[src/rtl/dispatch_sequencer.sv]
// Micro-sequencer with register-based dispatch tables: next/fetch/jump/dispatch
// selection of the micro-PC, a one-cycle dispatch hit pulse and a sticky illegal flag.
module dispatch_sequencer #(
    parameter int UADDR_W = 5,
    parameter int DT_DEPTH = 8,
    parameter int NUM_DT = 2,
    parameter logic [UADDR_W-1:0] TRAP_ADDR = {UADDR_W{1'b1}},
    localparam int DTS_W = (NUM_DT > 1) ? $clog2(NUM_DT) : 1,
    localparam int IDX_W = (DT_DEPTH > 1) ? $clog2(DT_DEPTH) : 1
) (
    input  logic               clk,
    input  logic               rst_n,
    input  logic [5:0]         opcode,
    input  logic [5:0]         funct,
    input  logic [1:0]         seq_mode,
    input  logic [DTS_W-1:0]   seq_dt,
    input  logic [UADDR_W-1:0] jump_addr,
    input  logic               stall,
    input  logic               wr_en,
    input  logic [DTS_W-1:0]   wr_dt,
    input  logic [IDX_W-1:0]   wr_idx,
    input  logic               wr_valid,
    input  logic [5:0]         wr_opcode,
    input  logic [5:0]         wr_funct,
    input  logic               wr_fcare,
    input  logic [UADDR_W-1:0] wr_target,
    output logic [UADDR_W-1:0] upc,
    output logic               dispatch_hit,
    output logic               illegal
);

    logic               r_valid  [NUM_DT][DT_DEPTH];
    logic [5:0]         r_opcode [NUM_DT][DT_DEPTH];
    logic [5:0]         r_funct  [NUM_DT][DT_DEPTH];
    logic               r_fcare  [NUM_DT][DT_DEPTH];
    logic [UADDR_W-1:0] r_target [NUM_DT][DT_DEPTH];

    logic [UADDR_W-1:0] r_upc;
    logic               r_hit;
    logic               r_illegal;

    logic               w_dt_ok;
    logic [DTS_W-1:0]   w_dt_sel;
    logic               w_wr_ok;
    logic [DT_DEPTH-1:0] w_match;
    logic               w_any;
    logic [UADDR_W-1:0] w_target;
    logic [UADDR_W-1:0] w_upc_nxt;
    logic               w_hit_nxt;
    logic               w_ill_nxt;

    assign w_dt_ok  = (32'(seq_dt) < NUM_DT);
    assign w_dt_sel = w_dt_ok ? seq_dt : {DTS_W{1'b0}};
    assign w_wr_ok  = wr_en && (32'(wr_dt) < NUM_DT) && (32'(wr_idx) < DT_DEPTH);

    // Table lookup; descending scan lets the lowest matching index win.
    always_comb begin
        w_match  = {DT_DEPTH{1'b0}};
        w_target = {UADDR_W{1'b0}};
        for (int i = DT_DEPTH - 1; i >= 0; i--) begin
            w_match[i] = w_dt_ok && r_valid[w_dt_sel][i]
                         && (r_opcode[w_dt_sel][i] == opcode)
                         && (!r_fcare[w_dt_sel][i] || (r_funct[w_dt_sel][i] == funct));
            w_target   = w_match[i] ? r_target[w_dt_sel][i] : w_target;
        end
        w_any = |w_match;
    end

    // Next micro-PC, hit pulse and illegal flag selection.
    always_comb begin
        w_upc_nxt = r_upc;
        w_hit_nxt = 1'b0;
        w_ill_nxt = r_illegal;
        if (!stall) begin
            case (seq_mode)
                2'b00: w_upc_nxt = r_upc + {{(UADDR_W-1){1'b0}}, 1'b1};
                2'b01: begin
                    if (w_any) begin
                        w_upc_nxt = w_target;
                        w_hit_nxt = 1'b1;
                    end else begin
                        w_upc_nxt = TRAP_ADDR;
                        w_ill_nxt = 1'b1;
                    end
                end
                2'b10: begin
                    w_upc_nxt = {UADDR_W{1'b0}};
                    w_ill_nxt = 1'b0;
                end
                2'b11: w_upc_nxt = jump_addr;
                default: w_upc_nxt = r_upc;
            endcase
        end else begin
            w_upc_nxt = r_upc;
            w_hit_nxt = 1'b0;
            w_ill_nxt = r_illegal;
        end
    end

    // Sequencer state registers.
    always_ff @(posedge clk) begin
        if (!rst_n) begin
            r_upc     <= {UADDR_W{1'b0}};
            r_hit     <= 1'b0;
            r_illegal <= 1'b0;
        end else begin
            r_upc     <= w_upc_nxt;
            r_hit     <= w_hit_nxt;
            r_illegal <= w_ill_nxt;
        end
    end

    // Entry valid bits; the only table state that reset must clear.
    always_ff @(posedge clk) begin
        if (!rst_n) begin
            for (int t = 0; t < NUM_DT; t++) begin
                for (int i = 0; i < DT_DEPTH; i++) begin
                    r_valid[t][i] <= 1'b0;
                end
            end
        end else if (w_wr_ok) begin
            r_valid[wr_dt][wr_idx] <= wr_valid;
        end else begin
            r_valid <= r_valid;
        end
    end

    // Entry payload fields; contents are don't-care while the entry is invalid.
    always_ff @(posedge clk) begin
        if (rst_n && w_wr_ok) begin
            r_opcode[wr_dt][wr_idx] <= wr_opcode;
            r_funct[wr_dt][wr_idx]  <= wr_funct;
            r_fcare[wr_dt][wr_idx]  <= wr_fcare;
            r_target[wr_dt][wr_idx] <= wr_target;
        end else begin
            r_opcode <= r_opcode;
            r_funct  <= r_funct;
            r_fcare  <= r_fcare;
            r_target <= r_target;
        end
    end

    assign upc          = r_upc;
    assign dispatch_hit = r_hit;
    assign illegal      = r_illegal;

endmodule

[config.mk]
export PLATFORM = sky130hd
export DESIGN_NAME = dispatch_sequencer
export DESIGN_NICKNAME = d
export VERILOG_FILES = /design/src/rtl/dispatch_sequencer.sv
export SDC_FILE = /design/constraint.sdc
export NUM_CORES = 1
export LEC_CHECK = 0
export ABC_AREA = 1
export CAP_MARGIN = 0
export CELL_PAD_IN_SITES_DETAIL_PLACEMENT = 1
export CELL_PAD_IN_SITES_GLOBAL_PLACEMENT = 1
export CORE_ASPECT_RATIO = 1.5
export CORE_MARGIN = 2
export CORE_UTILIZATION = 48
export DETAILED_ROUTE_END_ITERATION = 12
export PLACE_DENSITY = 0.86
export SLEW_MARGIN = 20
export SYNTH_ARGS = -nofsm -noshare
export SYNTH_HDL_FRONTEND = slang
export SYNTH_SLANG_ARGS = --single-unit
[constraint.sdc]
create_clock -name clk -period 3.1 [get_ports clk]
set_input_delay 0.62 -clock clk [delete_from_list [all_inputs] [get_ports clk]]
set_output_delay 0.62 -clock clk [all_outputs]
set_load 0.02 [all_outputs]
==> results.sh <==
export IMPL_switching_share_pct=22.6
export IMPL_insertion_delay_ns=0.57
export IMPL_num_nets_final=1578
export IMPL_synthFlopType="edfxtp_1"
export IMPL_netlist_area_mm2=0.0139
export IMPL_grt_setup_unrepaired="no"
export IMPL_period_share_pct=89.1
export IMPL_start_util_pct=48.7
export IMPL_final_util_pct=57.0
export IMPL_n_antenna_cell=0
export IMPL_io_pins=54
export IMPL_p_per_area_mw_per_mm2=553
export IMPL_startpoint="funct[4]"
export IMPL_clkPwrFrac_pct=40.7
export IMPL_synthArstFlopShare_pct=0
export IMPL_worstMarginPinSlew_ns=0.786
export IMPL_max_freq_ghz=0.362
export IMPL_htreeDepth=1
export IMPL_ys_seq_area_share_pct=65.3
export IMPL_leakage_nw=6.74
export IMPL_met2_usage_pct=51.6
export IMPL_rr_worst_depth=14
export IMPL_final_hold_viol_count=0
export IMPL_power_internal_mw=6.99
export IMPL_period_minus_slack_ns=2.76
export IMPL_hp_class="register to register"
export IMPL_drtIter0Drc=674
export IMPL_synth_edff_count=288
export IMPL_finalSetupViolCount=0
export IMPL_antenna_found_initial=0
export IMPL_p_seq_share_pct=51.6
export IMPL_drive_gt1_share_pct=9.24
export IMPL_tritoncts="built"
export IMPL_yosysTopAreaCellShare_pct=62.0
export IMPL_r2r_start="r_opcode[69]$_DFFE_PP_"
export IMPL_max_slew_margin_rel_pct=47.5
export IMPL_ant_nets=0
export IMPL_syn_to_final_growth_pct=17.1
export IMPL_grt_pass1_vias=11600
export IMPL_postCtsSetupRepairBufs=0
export IMPL_crit_type="input port to register"
export IMPL_grt_max_degree=41
export IMPL_synth_seq_cells=311
export IMPL_ys_warn_count=0
export IMPL_status="completed"
export IMPL_slew_viol_final=0
export IMPL_cap_viol_max_count=0
export IMPL_drt_wl_total_um=41600
export IMPL_port_buffers=53
export IMPL_min_from="r_valid[7]$_SDFFE_PN0P_"
export IMPL_endpoint_kind="register"
export IMPL_wl_per_cell_um=21.5
export IMPL_use_met3_pct=3.39
export IMPL_grt_pass1_wl_um=63800
export IMPL_share_comb_of_total_power_pct=7.7
export IMPL_power_total_mw=9.03
export IMPL_crit_fanout=7
export IMPL_die_w_um=143
export IMPL_whs_path_depth=2
export IMPL_peakVddDrop_v=0.000527
export IMPL_vias=10500
export IMPL_yosysMostFrequentCell="nand2_1"
export IMPL_ctsHoldBuffers=0
export IMPL_num_rows=76
export IMPL_ys_top_cells_by_area="edfxtp_1 (62%), nand2_1 (16%), dfxtp_1 (3.3%)"
export IMPL_syn_nets=1471
export IMPL_vias_per_cell=5.41
export IMPL_dpl_hpwl_um=28400
export IMPL_startpoint_type="input port"
export IMPL_cts_buffers=29
export IMPL_yosysTopAreaCell="edfxtp_1"
export IMPL_grt_overflow_total=0
export IMPL_routabilityCongestion=0.890
export IMPL_grtUsageTotal_pct=28.0
export IMPL_worst_slack_ns=0.338
export IMPL_dp_slack_ns=-0.157
export IMPL_firstDrtPassIters=5
export IMPL_grt_use_met1_pct=29.8
export IMPL_cts_resized_gates=0
export IMPL_cts_num_sinks=311
export IMPL_yosys_top_cells_count="nand2_1 (605), edfxtp_1 (288), nor2_1 (119)"
export IMPL_syn_area_per_cell_um2=9.83
export IMPL_cts_buffer_depth=3
export IMPL_yosys_cell_types_count=31
export IMPL_crit_arrival_ns=3.23
export IMPL_power_switching_mw=2.04
export IMPL_syn_inst=1419
export IMPL_cts_reportedPaths_clkPinSlew_ns=0.06
export IMPL_drc_errors=0
export IMPL_holdWs_ns=0.451
export IMPL_core_area_mm2=0.0286
export IMPL_cts_root_buf="clkbuf_16"
export IMPL_critical_path_required_ns=3.56
export IMPL_die_area_mm2=0.0305
export IMPL_top_usage_layer="met2"
export IMPL_die_y_um=213
export IMPL_fin_skew_ns=0.0103
cells by family after synthesis:
| kind of cell | synth area share (%) |
|---|---|
| mux | 0.359 |
| buf+inv | 4.63 |
| flops | 65.3 |
| fa+ha+maj | 0.449 |
| simple gates | 23.1 |
| xor+xnor | 3.20 |
| compound gates | 2.88 |
state kept, by name (all words and copies together), names as in the netlist:
name and flops:
r_fcare 16, r_valid 16, r_opcode 96, illegal 1
r_funct 96, dispatch_hit 1, r_target 80, upc 5
routing by layer:
metal / wire length (um) / vias up
met5: 0 / -
met4: 2900 / 0
met3: 1730 / 141
met2: 22000 / 321
met1: 14900 / 5184
li1: - / 4840
worst max-delay path, stage by stage:
cell             delay (ns)
clkdlybuf4s50_1        0.60
buf_4                  0.26
xor2_1                 0.16
nor2_1                 0.19
nand2_1                0.10
o21ai_1                0.27
nand2_1                0.26
o21ai_0                0.17
inv_1                  0.07
nand2_1                0.07
nand2_1                0.06
nand2_1                0.05
nand2_1                0.05
nand2_1                0.06
nand2_1                0.05
nand2_1                0.05
nand2_1                0.05
nand2_1                0.06
nand2_1                0.04
placed cells by master, fill, tap and decap left out, types with 7 or more instances in the layout:
master,netlist,layout
nor2_2,0,16
o21ai_0,51,51
edfxtp_1,288,288
buf_4,12,64
a21oi_1,18,18
xor2_1,49,49
nand4_1,11,11
nand2_1,605,605
inv_1,99,99
dfxtp_1,23,23
nor3_1,9,9
nor2_1,119,103
clkbuf_16,0,29
clkinv_1,2,8
buf_12,0,7
clkinv_2,0,8
nand3_1,55,55
clkdlybuf4s50_1,0,52
per-stage QoR:
step | setup TNS [ns] | std cells | area, um^2
finish | 0 | 1937 | 16300
global route | 0 | 1937 | 16300
CTS | 0 | 1937 | 16300
detailed placement | -0.725 | 1885 | 15400
global placement | 0 | 1885 | 15400
floorplan | 0 | 1419 | 13900
final timing paths:
| kind | to | slack (ns) |
|---|---|---|
| setup / recovery | upc[2]$_SDFFE_PN0N_ | 0.34 |
| hold / removal | r_valid[7]$_SDFFE_PN0P_ | 0.45 |
| setup reg to reg | illegal$_SDFFE_PN0P_ | 0.51 |
| hold reg to reg | r_valid[7]$_SDFFE_PN0P_ | 0.45 |
power groups by stage:
stage / sequential [mW] / combinational, mW / clock (mW)
floorplan: 4.75 / 0.345 / 0
global placement: 4.75 / 0.649 / 0
detailed placement: 4.75 / 0.686 / 0
CTS: 4.66 / 0.698 / 3.73
global route: 4.66 / 0.758 / 3.86
finish: 4.66 / 0.697 / 3.67
area by class of cell:
type | count | area (um^2)
fill | 3132 | 12300
timing repair buffer | 123 | 1140
sequential | 311 | 9110
clock inverter | 20 | 221
clock buffer | 32 | 737
inverter | 107 | 404
tap | 390 | 488
multi-input combinational | 954 | 4230
Note: power is estimated with default switching activity, not from simulation.
